`src/rtl/uart_tx_arbiter.sv`:
```
// uart_tx_arbiter: round-robin scheduler sharing one UART TX core among
// NUM_REQ requesters. It latches the winning byte and parity mode, pulses
// tx_start, and holds the TX inputs stable until the frame is done.
//
// Ports:
//   clk, rst          rising-edge clock, async active-high reset
//   req_valid/ready   per-requester handshake (ready is one-hot, IDLE only)
//   req_data          packed payloads, requester i at [i*DATA_W +: DATA_W]
//   req_parity_en     per-requester parity enable
//   req_even_parity   per-requester parity sense (1 = even, 0 = odd)
//   tx_start          one-cycle launch pulse
//   tx_data           latched byte, held until the next grant
//   tx_parity_en      latched parity enable
//   tx_even_parity    latched parity sense
//   tx_busy, tx_done  transmitter status (busy level, done pulse)
//   grant_id          current or last granted requester
//   active            high whenever the arbiter is not idle
//   timeout_err       one-cycle pulse when tx_busy never arrived
module uart_tx_arbiter #(
    parameter int NUM_REQ      = 4,
    parameter int DATA_W       = 8,
    parameter int BUSY_TIMEOUT = 16
) (
    input  logic                       clk,
    input  logic                       rst,
    input  logic [NUM_REQ-1:0]         req_valid,
    input  logic [NUM_REQ*DATA_W-1:0]  req_data,
    input  logic [NUM_REQ-1:0]         req_parity_en,
    input  logic [NUM_REQ-1:0]         req_even_parity,
    output logic [NUM_REQ-1:0]         req_ready,
    output logic                       tx_start,
    output logic [DATA_W-1:0]          tx_data,
    output logic                       tx_parity_en,
    output logic                       tx_even_parity,
    input  logic                       tx_busy,
    input  logic                       tx_done,
    output logic [$clog2(NUM_REQ)-1:0] grant_id,
    output logic                       active,
    output logic                       timeout_err
);

    localparam int PW = $clog2(NUM_REQ);
    localparam int CW = $clog2(BUSY_TIMEOUT + 1);

    typedef enum logic [1:0] {
        ARB_IDLE,
        ARB_LAUNCH,
        ARB_WAIT_BUSY,
        ARB_WAIT_DONE
    } state_t;

    state_t              state_q, state_d;
    logic [PW-1:0]       rr_ptr_q, rr_ptr_d;
    logic [PW-1:0]       grant_q, grant_d;
    logic [DATA_W-1:0]   data_q, data_d;
    logic                par_en_q, par_en_d;
    logic                even_q, even_d;
    logic [CW-1:0]       cnt_q, cnt_d;
    logic                tmo_q, tmo_d;

    logic [PW-1:0]       winner;
    logic                win_found;
    logic                accept;

    // Scan from the farthest offset down so the requester closest to
    // rr_ptr is the last one written and therefore wins.
    always_comb begin
        winner    = rr_ptr_q;
        win_found = 1'b0;
        for (int k = NUM_REQ - 1; k >= 0; k--) begin
            int s;
            s = int'(rr_ptr_q) + k;
            if (s >= NUM_REQ) s = s - NUM_REQ;
            if (req_valid[PW'(s)]) begin
                winner    = PW'(s);
                win_found = 1'b1;
            end
        end
    end

    always_comb begin
        state_d  = state_q;
        rr_ptr_d = rr_ptr_q;
        grant_d  = grant_q;
        data_d   = data_q;
        par_en_d = par_en_q;
        even_d   = even_q;
        cnt_d    = cnt_q;
        tmo_d    = 1'b0;
        tx_start = 1'b0;
        accept   = 1'b0;
        unique case (state_q)
            ARB_IDLE: begin
                if (win_found) begin
                    accept   = 1'b1;
                    data_d   = req_data[winner*DATA_W +: DATA_W];
                    par_en_d = req_parity_en[winner];
                    even_d   = req_even_parity[winner];
                    grant_d  = winner;
                    if (winner == PW'(NUM_REQ - 1)) rr_ptr_d = '0;
                    else rr_ptr_d = winner + 1'b1;
                    state_d  = ARB_LAUNCH;
                end
            end
            ARB_LAUNCH: begin
                tx_start = 1'b1;
                cnt_d    = '0;
                state_d  = ARB_WAIT_BUSY;
            end
            ARB_WAIT_BUSY: begin
                // done wins so a short or missed busy still completes
                if (tx_done) begin
                    state_d = ARB_IDLE;
                end else if (tx_busy) begin
                    state_d = ARB_WAIT_DONE;
                end else if (cnt_q == CW'(BUSY_TIMEOUT - 1)) begin
                    tmo_d   = 1'b1;
                    state_d = ARB_IDLE;
                end else begin
                    cnt_d = cnt_q + 1'b1;
                end
            end
            ARB_WAIT_DONE: begin
                if (tx_done) state_d = ARB_IDLE;
            end
        endcase
    end

    // Gated by rst so ready stays low while reset holds the FSM in IDLE.
    always_comb begin
        req_ready = '0;
        if (accept && !rst) req_ready[winner] = 1'b1;
    end

    always_ff @(posedge clk or posedge rst) begin
        if (rst) begin
            state_q  <= ARB_IDLE;
            rr_ptr_q <= '0;
            grant_q  <= '0;
            data_q   <= '0;
            par_en_q <= 1'b0;
            even_q   <= 1'b0;
            cnt_q    <= '0;
            tmo_q    <= 1'b0;
        end else begin
            state_q  <= state_d;
            rr_ptr_q <= rr_ptr_d;
            grant_q  <= grant_d;
            data_q   <= data_d;
            par_en_q <= par_en_d;
            even_q   <= even_d;
            cnt_q    <= cnt_d;
            tmo_q    <= tmo_d;
        end
    end

    assign tx_data        = data_q;
    assign tx_parity_en   = par_en_q;
    assign tx_even_parity = even_q;
    assign grant_id       = grant_q;
    assign active         = (state_q != ARB_IDLE);
    assign timeout_err    = tmo_q;

endmodule

```
`config.mk`:
```
export PLATFORM = sky130hd
export DESIGN_NAME = uart_tx_arbiter
export DESIGN_NICKNAME = d
export VERILOG_FILES = /design/src/rtl/uart_tx_arbiter.sv
export SDC_FILE = /design/constraint.sdc
export NUM_CORES = 1
export LEC_CHECK = 0
export CORE_ASPECT_RATIO = 0.75
export CORE_MARGIN = 5
export CORE_UTILIZATION = 45
export CTS_BUF_LIST = sky130_fd_sc_hd__clkbuf_8
export DETAILED_ROUTE_END_ITERATION = 6
export GPL_TIMING_DRIVEN = 0
export PLACE_DENSITY = 0.88
export SETUP_SLACK_MARGIN = 0.2
export SYNTH_ARGS = -nofsm -noshare
export SYNTH_HDL_FRONTEND = slang
export SYNTH_SLANG_ARGS = --single-unit
```
`constraint.sdc`:
```
create_clock -name clk -period 6.07 [get_ports clk]
set_clock_uncertainty 0.1 [all_clocks]
set_input_delay 0.607 -clock clk [delete_from_list [all_inputs] [get_ports clk]]
set_output_delay 0.607 -clock clk [all_outputs]
set_load 0.1 [all_outputs]
```
Word-level counts from Yosys, hierarchy flattened
Cells that the tools add are included.
- flip-flop bits (word level): 22
- bits of input ports: 48
- output and inout bits: 19
- logic and storage cells: 97
- add/sub/neg operators: 9
- $lt $le $gt $ge: 10
- eq/ne operators: 11
- shift operators: 1
- muxes and demuxes: 49
- reductions and logical operators: 9
- operator list (kind ; count):
    variable part select 32 x 6 -> 8 bit ; 1
    two-way mux 2 bit ; 14
    two-way mux 1 bit ; 22
    < comparator 2 x 4 -> 1 bit, second input constant ; 4
    two-way mux 5 bit ; 3
    binary-select mux 1 bit (select 2 bit) ; 6
    != test 2 bit, second input constant ; 5
    one-hot mux 5 bit (2 select lines) ; 1
    >= comparator 3 bit, second input constant ; 3
    one-hot mux 2 bit (4 select lines) ; 1
    subtractor 2 x 1 -> 2 bit, second input constant ; 4
    adder 2 x 2 -> 3 bit, second input constant ; 2
    equality test 2 bit, second input constant ; 3
    adder 5 x 1 -> 5 bit, second input constant ; 1
    equality test 5 x 4 -> 1 bit, second input constant ; 1
    two-way mux 4 bit ; 1
    != test 4 bit, second input constant ; 1
    AND reduction 4 bit ; 1
    nonzero test 2 bit ; 2
    adder 2 x 1 -> 3 bit, second input constant ; 1
    >= comparator 2 x 3 -> 1 bit, second input constant ; 1
    < comparator 2 x 3 -> 1 bit, second input constant ; 1
    AND reduction 3 bit ; 1
    adder 2 x 1 -> 2 bit, second input constant ; 1
    other kinds (7) ; 8

Longest topological paths before layout
Gate-level depths: netlist (run 1).
- word-level depth: 15
- mapped depth: 7
- gate-level depth less buffers: 7

Worst setup path before layout (run 1)
OpenSTA, ideal clock, no wires.
- path type: register to output
- start: reg state_q[0]
- end: out req_ready[1]
- data arrival time: 4.342 ns
- data required time: 5.363 ns
- path slack: 1.021 ns
- cell stages (with the launch flop): 5
- path buffers: 1
- cell sequence: dfrtp_1 -> or2_2 -> a21o_1 -> clkbuf_1 -> nor4_1
- word-level cells in the longest chain between the ends: 4
- RTL lines (item ; RTL line ; text):
    from (decl) ; 52 ; state_t state_q, state_d;
    from (signal assigned) ; 146 ; state_q <= state_d;
    logical NOT 2 bit ; 92 ; unique case (state_q)
    two-way mux 1 bit ; 92 ;
    logical AND 1 bit ; 132 ; if (accept && !rst) req_ready[winner] = 1'b1;
    two-way mux 4 bit ; 132 ;
    to (decl) ; 30 ; output logic [NUM_REQ-1:0] req_ready,
Every way passes these cells.

Worst setup path after layout (run 1)
- start: in req_valid[3]
- end: out req_ready[3]
- word-level cells in the longest chain between the ends: 12
- elaborated cells on any way between the ends: 29
- those cells by class: order compare: 2; mux: 25; reduce/logical: 2
- RTL lines (item ; RTL line ; text):
    from (decl) ; 26 ; input logic [NUM_REQ-1:0] req_valid,
    binary-select mux 1 bit (select 2 bit) ; 74 ; if (req_valid[PW'(s)]) begin
    two-way mux 1 bit (implied by the code) (2 in series) ; 74 ;
    two-way mux 2 bit (4 in series) ; 74 ;
    < comparator 2 x 3 -> 1 bit (implied by the code) / >= comparator 2 x 1 -> 1 bit (equally long branches) ; 132 ;
    logical AND 1 bit (implied by the code) ; 132 ;
    two-way mux 1 bit (implied by the code) ; 132 ;
    demux 1 bit (select 2 bit) ; 132 ;
    two-way mux 4 bit * ; 132 ;
Every way passes the cells marked *; elsewhere a longest branch is shown, timed or not. The select of a mux whose other input is x is not followed.

==> summary.md, run 1 <==
| Metric | Value |
|---|---|
| Clock transition at the registers of the reported paths | `0.08 ns` |
| Most common cell after layout, fill and taps aside | `clkdlybuf4s50_1` |
| Setup TNS | `0 ns` |
| Quantity of hold-fixing buffers added after cts | `0` |
| Async set-or-reset flop fraction in the synthesized netlist | `between 90% and 100%` |
| Status | `completed` |
| Hold slack | `0.4025 ns` |
| Pin count of the biggest net entering global routing | `24` |
| Max-Slew Margin vs Limit | `34.12%` |
| Post-CTS sizing | `0` |
| Net Sw Frac | `56.73%` |
| Number of DRC markers in iteration 0 | `99` |
| Syn-to-layout area delta | `56.48%` |
| Ports | `67` |
| Total GRT Usage | `between 10% and 20%` |
| CP cell instances | `clkdlybuf4s50_1 -> nor2b_1 -> a2111oi_0 -> buf_2 -> nor2_1 -> nor4_1 -> clkdlybuf4s50_1` |
| Most frequent cells in the layout | `66 x clkdlybuf4s50_1, 22 x dfrtp_1, 13 x o21ai_0, 13 x a21oi_1, 11 x nand3_1` |
| Vias in the first global route | `1441` |
| #FFs+latches synth | `22` |
| Routed WL | `about 4200 um` |
| Vias per cell | `5.701` |
| Largest area contributor in the netlist | `dfrtp_1` |
| TritonCTS Buffers | `3` |
| Initial Utilization | `between 40 and 50%` |
| Row cnt | `17` |
| Initial antenna violation count | `0` |
| CTS tree | `built` |
| RSZ-0062 raised after global routing | `false` |
| Hold Vio Cnt, Final | `0` |
| Cell mode on critical path | `clkdlybuf4s50_1` |
| Seq/Total Area, Yosys | `40.74%` |
| Combinational power share | `approximately two thirds` |
| Synth area leaders | `dfrtp_1 41%, a221o_1 7.4%, mux2_1 6.7%` |
| Leak | `0.8571 nW` |
| Die ar. | `0.004210 mm^2` |
| Fmax achieved | `roughly 230 MHz` |
| DRC | `0` |
| Seq pwr share | `between 20% and 30%` |
| Worst IR Drop VDD | `397.0 uV` |
| Worst-skew pair later-pin latency | `0.26 ns` |
| Post-Syn Nets | `roughly 200` |
| CP arrival | `approximately 3.7 ns` |
| Die height | `~57 um` |
| Chip Width | `about 73 um` |
| Synth cell types | `37` |
| Int Pwr | `0.4958 mW` |
| Net Switching | `0.6501 mW` |
| Final Core Density | `between 70 and 80%` |
| Sequential cell area | `550.5 um^2` |
| Setup crit start kind | `input port` |
| Clk root buf | `clkbuf_8` |
| First-pass GRT wire length | `6534 um` |
| Crit-path max cell delay | `1.19 ns` |
| Mapped Cells | `146` |
| Final net count | `between 200 and 300` |
| Antenna diode count | `0` |
| Clock power share | `9.2%` |
| Max-cap violations | `0` |
| CP Capture Type | `output port` |
| Crit path max fanout | `10` |
| Number of synthesized flops with an enable pin | `0` |
| Share of the synthesized area in the top cell type | `40.74%` |
| Max clock buf depth | `2` |
| Post-CTS Setup Bufs | `0` |
| Port bufs | `66` |
| Multi-input gate area | `742.0 um^2` |
| Slowest CP cell | `clkdlybuf4s50_1` |
| GP Congestion | `approximately 0.83` |
| Detail Route Antenna Nets | `0` |
| Worst-Margin Slew | `approximately 1 ns` |
| Main synth FF type | `dfrtp_1` |
| Fill count | `203` |
| CTS H-tree depth | `1` |
| CP Class | `in -> out` |
| Delay-heaviest family, CP | `buffers and inverters` |
| DRT Pass-1 Iters | `4` |
| Cell Area, Synth | `roughly 0.0014 mm^2` |
| Hpwl dp | `3162 um` |
| CORE AREA | `0.002914 mm^2` |
| Wirelength per Cell | `between 15 and 20 um` |
| Power Density | `541.9 mW/mm^2` |
| Yosys Warn Count | `0` |
| Overflow after GRT | `0` |
| Final Max Tran Viols | `0` |
| Via count | `1448` |
| Final setup vio count | `0` |
| Layout cell share with drive strength beyond 1 | `6.019%` |
| Tcrit/Tclk final | `72.00%` |
| Crit path buf inv count | `3` |
| Syn Area/Cell | `9.255 um^2` |
| Hold crit path type | `reg -> reg` |
| Worst EP required | `about 5.4 ns` |
| Clock sink total | `22` |
| Clock period minus worst slack | `4.371 ns` |
==> layout make-up <==
cell class / count / share of cell area (%)
buffer: 9 / 2.071
clock buffer: 4 / 2.604
inverter: 4 / 0.7101
multi-input combinational: 111 / 35.09
sequential: 22 / 26.04
tap: 38 / 2.249
timing repair buffer: 66 / 31.24
==> synthesized netlist by cell type (all sizes together), types with 4 or more instances <==
| cell | n |
|---|---|
| nor2 | 9 |
| mux2 | 10 |
| inv | 4 |
| dfrtp | 22 |
| a221o | 10 |
| nand3 | 11 |
| clkbuf | 6 |
| o21ai | 17 |
| nor2b | 5 |
| nand2 | 8 |
| a21oi | 13 |
==> flip-flops by register name (all words and copies together), names as in the netlist <==
name / count
tx_data: 8
cnt_q: 5
grant_id: 2
rr_ptr_q: 2
state_q: 2
timeout_err: 1
tx_even_parity: 1
tx_parity_en: 1
==> worst min-delay path, stage by stage, from the launching register on <==
cell,delay (ns)
dfrtp_1,0.36
nand2_1,0.05
o21ai_0,0.06
==> per-layer routing <==
layer / global-route usage [%] / vias to the layer above / share of wire (%)
met3: 6.514 / 2 / 10
met5: 0 / - / 0
met2: 30.96 / 66 / 48
li1: - / 679 / -
met1: 25.87 / 701 / 41
met4: 5.526 / 0 / 0.21
==> kinds of logic (layout without fill, tap and decap cells) <==
family	count (synthesis)	after routing	share of synthesized area, %
mux	11	11	9.074
xor+xnor	4	4	2.593
buf+inv	13	83	4.351
compound gates	49	49	23.89
fa+ha+maj	2	2	1.852
flops	22	22	40.74
simple gates	45	45	17.50
==> power by group through the flow <==
| stage | Sequential [mW] | Clock, mW | Combinational, mW |
|---|---|---|---|
| final | 0.258 | 0.106 | 0.782 |
| after global routing | 0.263 | 0.112 | 0.815 |
| after CTS | 0.256 | 0.105 | 0.782 |
| after detailed placement | 0.257 | 0 | 0.780 |
| after global placement | 0.255 | 0 | 0.762 |
| after floorplan | 0.519 | 0 | 0.312 |
==> through the flow <==
step | setup slack, ns | area [um^2] | power [mW] | cells
after floorplan | 1.021 | 1351 | 0.8311 | 146
after global placement | 1.739 | 2059 | 1.016 | 250
after detailed placement | 1.733 | 2059 | 1.038 | 250
after CTS | 1.719 | 2115 | 1.143 | 254
after global routing | 1.557 | 2115 | 1.189 | 254
final | 1.699 | 2115 | 1.146 | 254
==> final timing paths <==
kind                                               from                      end  slack [ns]  depth (start not counted)
worst max-delay path                       req_valid[3]             req_ready[3]        1.70                          7
worst min-delay path            grant_id[1]$_DFFE_PP0P_  grant_id[1]$_DFFE_PP0P_        0.40                          2
worst max register to register     cnt_q[0]$_DFFE_PP0P_     cnt_q[3]$_DFFE_PP0P_        3.71                          7
worst min register to register  grant_id[1]$_DFFE_PP0P_  grant_id[1]$_DFFE_PP0P_        0.40                          2
max in group asynchronous                           rst   tx_data[7]$_DFFE_PP0P_        4.58                          2
min in group asynchronous                           rst  grant_id[1]$_DFFE_PP0P_        0.77                          2
No activity file was read; power rests on OpenSTA's default activity.
==> run 2, diff against run 1 <==
--- a/config.mk
+++ b/config.mk
@@ -7,11 +7,11 @@
 export LEC_CHECK = 0
 export CORE_ASPECT_RATIO = 0.75
 export CORE_MARGIN = 5
-export CORE_UTILIZATION = 45
+export CORE_UTILIZATION = 37
 export CTS_BUF_LIST = sky130_fd_sc_hd__clkbuf_8
 export DETAILED_ROUTE_END_ITERATION = 6
 export GPL_TIMING_DRIVEN = 0
-export PLACE_DENSITY = 0.88
+export PLACE_DENSITY = 0.78
 export SETUP_SLACK_MARGIN = 0.2
 export SYNTH_ARGS = -nofsm -noshare
 export SYNTH_HDL_FRONTEND = slang
==> constraint.sdc (replaced) <==
create_clock -name clk -period 3.55 [get_ports clk]
set_clock_uncertainty 0.1 [all_clocks]
set_input_delay 0.355 -clock clk [delete_from_list [all_inputs] [get_ports clk]]
set_output_delay 0.355 -clock clk [all_outputs]
set_load 0.1 [all_outputs]
==> run 2 against run 1 <==
Combinational power up 69%. Utilization down 13 points. Worst hold slack worse by 0.0072 ns. Sequential share of layout area down 0.17 points. Setup slack worse by 1.3 ns. Clock power up 45%. Non-clock buffer count unchanged. Design area up 0.65%. First-iteration DRC count down 3.0%. Largest power group unchanged.
==> summary.md, run 2 (synthesis results as in run 1) <==
| Metric | Value |
|---|---|
| RSZ-0062 raised after global routing | `false` |
| Port bufs | `66 (unchanged)` |
| Max-cap violations | `0 (unchanged)` |
| CP Capture Type | `output port` |
| Max reg flops | `8 (unchanged)` |
| Detail Route Antenna Nets | `0 (unchanged)` |
| CORE AREA | `0.003590 mm^2 (+23%)` |
| First-pass GRT wire length | `6389 um (-2.2%)` |
| Most frequent cells in the layout | `62 x clkdlybuf4s50_1, 22 x dfrtp_1, 13 x o21ai_0, 13 x a21oi_1, 11 x nand3_1` |
| GP Congestion | `0.7802 (-5.9%)` |
| Number of DRC markers in iteration 0 | `96 (-3.0%)` |
| Fill count | `310 (+53%)` |
| Clock transition at the registers of the reported paths | `0.07 ns (about the same)` |
| Clock period minus worst slack | `3.172 ns` |
| Overflow after GRT | `0 (unchanged)` |
| FF-to-FF path depth | `6 (-1)` |
| Final setup vio count | `0 (unchanged)` |
| Worst-skew pair later-pin latency | `0.26 ns (about the same)` |
| Die ar. | `0.004973 mm^2 (+18%)` |
| Multi-input gate area | `754.5 um^2 (+1.7%)` |
| Final Core Density | `59.29% (-13 points)` |
| Final Max Tran Viols | `0 (unchanged)` |
| Quantity of hold-fixing buffers added after cts | `0 (unchanged)` |
| CP arrival | `2.72 ns (-0.94 ns)` |
| Worst IR Drop VDD | `444.1 uV (+12%)` |
| Beginning of the critical path | `req_valid[3]` |
| Chip Width | `79.78 um (+8.9%)` |
| Crit path max fanout | `10 (unchanged)` |
| Fmax achieved | `315.3 MHz` |
| Layout cell share with drive strength beyond 1 | `7.907% (+1.9 points)` |
| Worst EP required | `3.09 ns (-2.27 ns)` |
| CTS tree | `built` |
| Sequential cell area | `550.5 um^2 (unchanged)` |
| DRC | `0 (unchanged)` |
| Max-Slew Margin vs Limit | `34.19% (+0.069 points)` |
| Max clock buf depth | `2 (unchanged)` |
| Initial antenna violation count | `0 (unchanged)` |
| Routed WL | `3885 um (-8.0%)` |
| Vias per cell | `5.154 (-9.6%)` |
| Post-CTS Setup Bufs | `0 (unchanged)` |
| Die height | `62.34 um (+8.5%)` |
| Final net count | `267 (unchanged)` |
| Syn-to-layout area delta | `57.50%` |
| Hpwl dp | `2978 um (-5.8%)` |
| CP Class | `in -> out` |
| Clock sink total | `22 (unchanged)` |
| Hold depth | `2 (unchanged)` |
| Setup crit start kind | `input port` |
| Vias in the first global route | `1291 (-10%)` |
| Hold Vio Cnt, Final | `0 (unchanged)` |
| Initial Utilization | `37.64% (-8.7 points)` |
| Total power | `1.904 mW (+66%)` |
| Total GRT Usage | `15.89% (-3.8 points)` |
| Worst flop-to-flop path startpoint | `rr_ptr_q[1]$_DFFE_PP0P_` |
| Wirelength per Cell | `14.55 um (-12%)` |
| Status | `completed` |
| Power Density | `894.8 mW/mm^2 (+65%)` |
| TritonCTS Buffers | `3 (unchanged)` |
| Worst Hold Launch | `grant_id[1]$_DFFE_PP0P_` |
| CTS H-tree depth | `1 (unchanged)` |
| DRT Pass-1 Iters | `5 (+1)` |
| Hold crit path type | `reg -> reg` |
| Antenna diode count | `0 (unchanged)` |
| Via count | `1376 (-5.0%)` |
| Clk root buf | `clkbuf_8` |
| Most common cell after layout, fill and taps aside | `clkdlybuf4s50_1` |
| Pin count of the biggest net entering global routing | `24 (unchanged)` |
| Ports | `67 (unchanged)` |
| Tcrit/Tclk final | `89.34%` |
| Row cnt | `19 (+2)` |
| Worst-Margin Slew | `0.9840 ns (-0.001034 ns)` |
| Leak | `0.8562 nW (about the same)` |
## run 2: cell types whose count changed in the layout (fill, tap and decap cells not counted), sizes merged
cell           before  now
clkdlybuf4s50      66   62
dlygate4sd2         0    2
clkdlybuf4s15       0    1
clkinvlp            0    1
inv                 4    3
## run 2: power by group
group	total [mW]	switching, mW	leakage (nW)	internal (mW)
clock	0.154	0.0780	0.0216	0.0758
sequential	0.432	0.0803	0.278	0.352
combinational	1.32	0.925	0.557	0.394
## run 2: final timing paths
path	end	slack [ns]
min in group asynchronous	cnt_q[4]$_DFFE_PP0P_	0.47
setup / recovery	req_ready[0]	0.38
setup reg to reg	tx_even_parity$_DFFE_PP0P_	1.30
hold / removal	grant_id[1]$_DFFE_PP0P_	0.40
max in group asynchronous	rr_ptr_q[0]$_DFFE_PP0P_	2.58
hold reg to reg	grant_id[1]$_DFFE_PP0P_	0.40
## run 2: what timing repair did
item | 4_1_cts | 5_1_grt
gates resized for setup | 8 | 2
hold endpoints to repair | 0 | 0
endpoints found under the setup margin | 4 | 1
## run 2: routing by layer
layer	GRT usage, %	wire length [um]	vias up
met5	0	0	-
met4	3.165	46	0
met3	4.335	310	4
met2	24.58	1787	51
met1	22.26	1740	641
li1	-	-	680
## run 2: stage by stage
step / area [um^2] / cells / hold WS, ns / setup slack (ns) / setup TNS [ns]
6_report: 2128 / 267 / 0.3953 / 0.3783 / 0
5_1_grt: 2128 / 267 / 0.4355 / 0.2450 / 0
4_1_cts: 2133 / 267 / 0.3982 / 0.09776 / 0
3_5_place_dp: 2090 / 264 / 0.3791 / -0.1738 / -0.2880
3_3_place_gp: 2090 / 264 / 0.3698 / -0.2048 / -0.3439
2_1_floorplan: 1364 / 146 / 0.2527 / -0.08329 / -0.1666
## run 2: area by class of cell
| class | count | area share (%) |
|---|---|---|
| Timing Repair Buffer | 66 | 30.75 |
| Clock buffer | 3 | 1.940 |
| Buffer | 9 | 2.058 |
| Sequential cell | 22 | 25.87 |
| Tap cell | 52 | 3.057 |
| Inverter | 4 | 0.8818 |
| Multi-Input combinational cell | 111 | 35.45 |
## run 2: worst max-delay path: stages
cell and delay [ns]:
clkdlybuf4s50_1 0.60, nor2_1 0.10, a21o_1 0.20, clkbuf_1 0.23, nand3b_1 0.24, nor2_1 0.11, dlygate4sd2_1 0.86
==> run 3, diff against run 2 <==
--- a/config.mk
+++ b/config.mk
@@ -7,11 +7,12 @@
 export LEC_CHECK = 0
 export CORE_ASPECT_RATIO = 0.75
 export CORE_MARGIN = 5
-export CORE_UTILIZATION = 37
+export CORE_UTILIZATION = 41
 export CTS_BUF_LIST = sky130_fd_sc_hd__clkbuf_8
 export DETAILED_ROUTE_END_ITERATION = 6
 export GPL_TIMING_DRIVEN = 0
-export PLACE_DENSITY = 0.78
+export MAX_ROUTING_LAYER = met4
+export PLACE_DENSITY = 0.81
 export SETUP_SLACK_MARGIN = 0.2
 export SYNTH_ARGS = -nofsm -noshare
 export SYNTH_HDL_FRONTEND = slang
==> constraint.sdc (replaced) <==
create_clock -name clk -period 3.3 [get_ports clk]
set_clock_uncertainty 0.1 [all_clocks]
set_input_delay 0.33 -clock clk [delete_from_list [all_inputs] [get_ports clk]]
set_output_delay 0.33 -clock clk [all_outputs]
set_load 0.1 [all_outputs]
==> run 3 against run 2 <==
Worst hold slack better by 0.0047 ns. Via count up 3.9%. Utilization increased by 6.8 points. Setup slack worse by 0.0091 ns. Final cell count down 4.1%. Design area hardly changed. Global-route usage up 3.2 points. Critical path depth did not move. Flip-flop and latch count unchanged. Register-to-register slack lost 0.31 ns. Sequential power is 9.3% higher. Clock-buffer cell count increased by 1. Critical path type unchanged. Critical endpoint is now req_ready[3].
==> summary.md, run 3 (synthesis results as in run 1) <==
| Metric | Value |
|---|---|
| Crit path max fanout | `10 (unchanged)` |
| Most common cell after layout, fill and taps aside | `clkdlybuf4s50_1` |
| CP Capture Type | `output port` |
| Antenna diode count | `0 (unchanged)` |
| Clock sink total | `22 (unchanged)` |
| Worst setup margin | `0.3692 ns (-0.009145 ns)` |
| Hpwl dp | `3196 um (+7.3%)` |
| CP Class | `in -> out` |
| Worst flop-to-flop path startpoint | `cnt_q[0]$_DFFE_PP0P_` |
| Clock transition at the registers of the reported paths | `0.09 ns (+0.02 ns)` |
| Hold slack | `0.4000 ns (+0.004749 ns)` |
| Status | `completed` |
| TritonCTS Buffers | `3 (unchanged)` |
| Overflow after GRT | `0 (unchanged)` |
| Max-cap violations | `0 (unchanged)` |
| Worst EP required | `2.87 ns (-0.22 ns)` |
| Syn-to-layout area delta | `57.41% (about the same)` |
| Worst Hold Launch | `grant_id[1]$_DFFE_PP0P_` |
| Final Max Tran Viols | `0 (unchanged)` |
| Flop2flop setup slack | `0.99 ns (-0.31 ns)` |
| RSZ-0062 raised after global routing | `true` |
| Power Density | `991.1 mW/mm^2 (+11%)` |
| Setup crit start kind | `input port` |
| Clock period minus worst slack | `2.931 ns` |
| CTS H-tree depth | `1 (unchanged)` |
| Layout cell share with drive strength beyond 1 | `9.722% (+1.8 points)` |
| First-pass GRT wire length | `6851 um (+7.2%)` |
| Number of DRC markers in iteration 0 | `107 (+11%)` |
| Worst-skew pair later-pin latency | `0.27 ns (about the same)` |
| Total power | `2.108 mW (+11%)` |
| Worst IR Drop VDD | `662.5 uV (+49%)` |
| DP Worst Slack | `-0.4853 ns (-0.3115 ns)` |
| Port bufs | `66 (unchanged)` |
| Via count | `1430 (+3.9%)` |
| Hold depth | `2 (unchanged)` |
| CTS tree | `built` |
| Ports | `67 (unchanged)` |
| Row cnt | `18 (-1)` |
| Max-Slew Margin vs Limit | `34.16% (about the same)` |
| Total GRT Usage | `19.10% (+3.2 points)` |
| Max clock buf depth | `2 (unchanged)` |
| Worst-Margin Slew | `0.9845 ns (+0.0004654 ns)` |
| CP arrival | `2.50 ns (-0.22 ns)` |
| Leak | `0.8617 nW (+0.64%)` |
| Detail Route Antenna Nets | `0 (unchanged)` |
| Routed WL | `4227 um (+8.8%)` |
| Design area | `0.002127 mm^2 (about the same)` |
| CORE AREA | `0.003221 mm^2 (-10%)` |
| Vias in the first global route | `1434 (+11%)` |
| Clk root buf | `clkbuf_8` |
| Hold Vio Cnt, Final | `0 (unchanged)` |
| Max reg flops | `8 (unchanged)` |
| Post-CTS Setup Bufs | `0 (unchanged)` |
| Final setup vio count | `0 (unchanged)` |
| DRT Pass-1 Iters | `4 (-1)` |
| Wirelength per Cell | `16.51 um (+13%)` |
| Most frequent cells in the layout | `62 x clkdlybuf4s50_1, 22 x dfrtp_1, 13 x o21ai_0, 13 x a21oi_1, 11 x nand3_1` |
| Die ar. | `0.004556 mm^2 (-8.4%)` |
| Die height | `59.72 um (-4.2%)` |
| GP Congestion | `0.8549 (+9.6%)` |
| DRC | `0 (unchanged)` |
| Post-DP Area | `0.002079 mm^2 (-0.48%)` |
| Chip Width | `76.29 um (-4.4%)` |
| Initial Utilization | `41.96% (+4.3 points)` |
| Vias per cell | `5.586 (+8.4%)` |
| Post-CTS sizing | `16 (+8)` |
| RR Endpoint | `cnt_q[2]$_DFFE_PP0P_` |
| FF-to-FF path depth | `7 (+1)` |
| Tcrit/Tclk final | `between 80% and 90%` |
| Worst hold endpoint | `grant_id[1]$_DFFE_PP0P_` |
| Final net count | `267 (unchanged)` |
| Initial antenna violation count | `0 (unchanged)` |
| Fmax achieved | `341.2 MHz` |
| Quantity of hold-fixing buffers added after cts | `0 (unchanged)` |
| Hold crit path type | `reg -> reg` |
| Pin count of the biggest net entering global routing | `24 (unchanged)` |
[run 3: per-layer routing]
metal  global-route usage, %  wire length [um]
met1                   24.95              1903
met2                   30.24              1951
met3                   4.217               325
met4                   5.486                46
met5                       -                 0
[run 3: report_power, final]
group          internal (mW)  leakage (nW)  switching, mW
logic                  0.426         0.555           1.01
registers              0.378         0.278         0.0936
clock network          0.107        0.0288         0.0927
[run 3: cell type report]
| type | instances | area (um^2) |
|---|---|---|
| inverter | 4 | 15.01 |
| multi-input combinational | 111 | 760.7 |
| fill | 260 | 1094 |
| tap | 40 | 50.05 |
| clock buffer | 4 | 55.05 |
| timing repair buffer | 66 | 651.9 |
| sequential | 22 | 550.5 |
| buffer | 9 | 43.79 |
[run 3: worst max path at each step]
stage / startpoint / to / depth (start not counted)
3_5_place_dp: req_valid[3] / req_ready[3] / 7
3_3_place_gp: req_valid[3] / req_ready[3] / 7
4_1_cts: state_q[0]$_DFFE_PP0P_ / req_ready[1] / 5
2_1_floorplan: state_q[0]$_DFFE_PP0P_ / req_ready[1] / 4
6_report: req_valid[3] / req_ready[3] / 7
5_1_grt: req_valid[3] / req_ready[3] / 7
[run 3: stage by stage]
| stage | setup TNS, ns | utilization (%) | std cells |
|---|---|---|---|
| 2_1_floorplan | -0.6166 | - | 146 |
| 4_1_cts | 0 | 66.01 | 256 |
| 6_report | 0 | 66.05 | 256 |
| 5_1_grt | 0 | 66.05 | 256 |
| 3_5_place_dp | -1.108 | 64.57 | 252 |
| 3_3_place_gp | -0.9106 | 64.57 | 252 |
[run 3: worst max-delay path, stage by stage]
cell and delay, ns:
clkdlybuf4s50_1 0.58, nor2b_1 0.09, a2111oi_1 0.51, buf_2 0.30
nor2_1 0.14, nor4_2 0.16, clkbuf_4 0.37
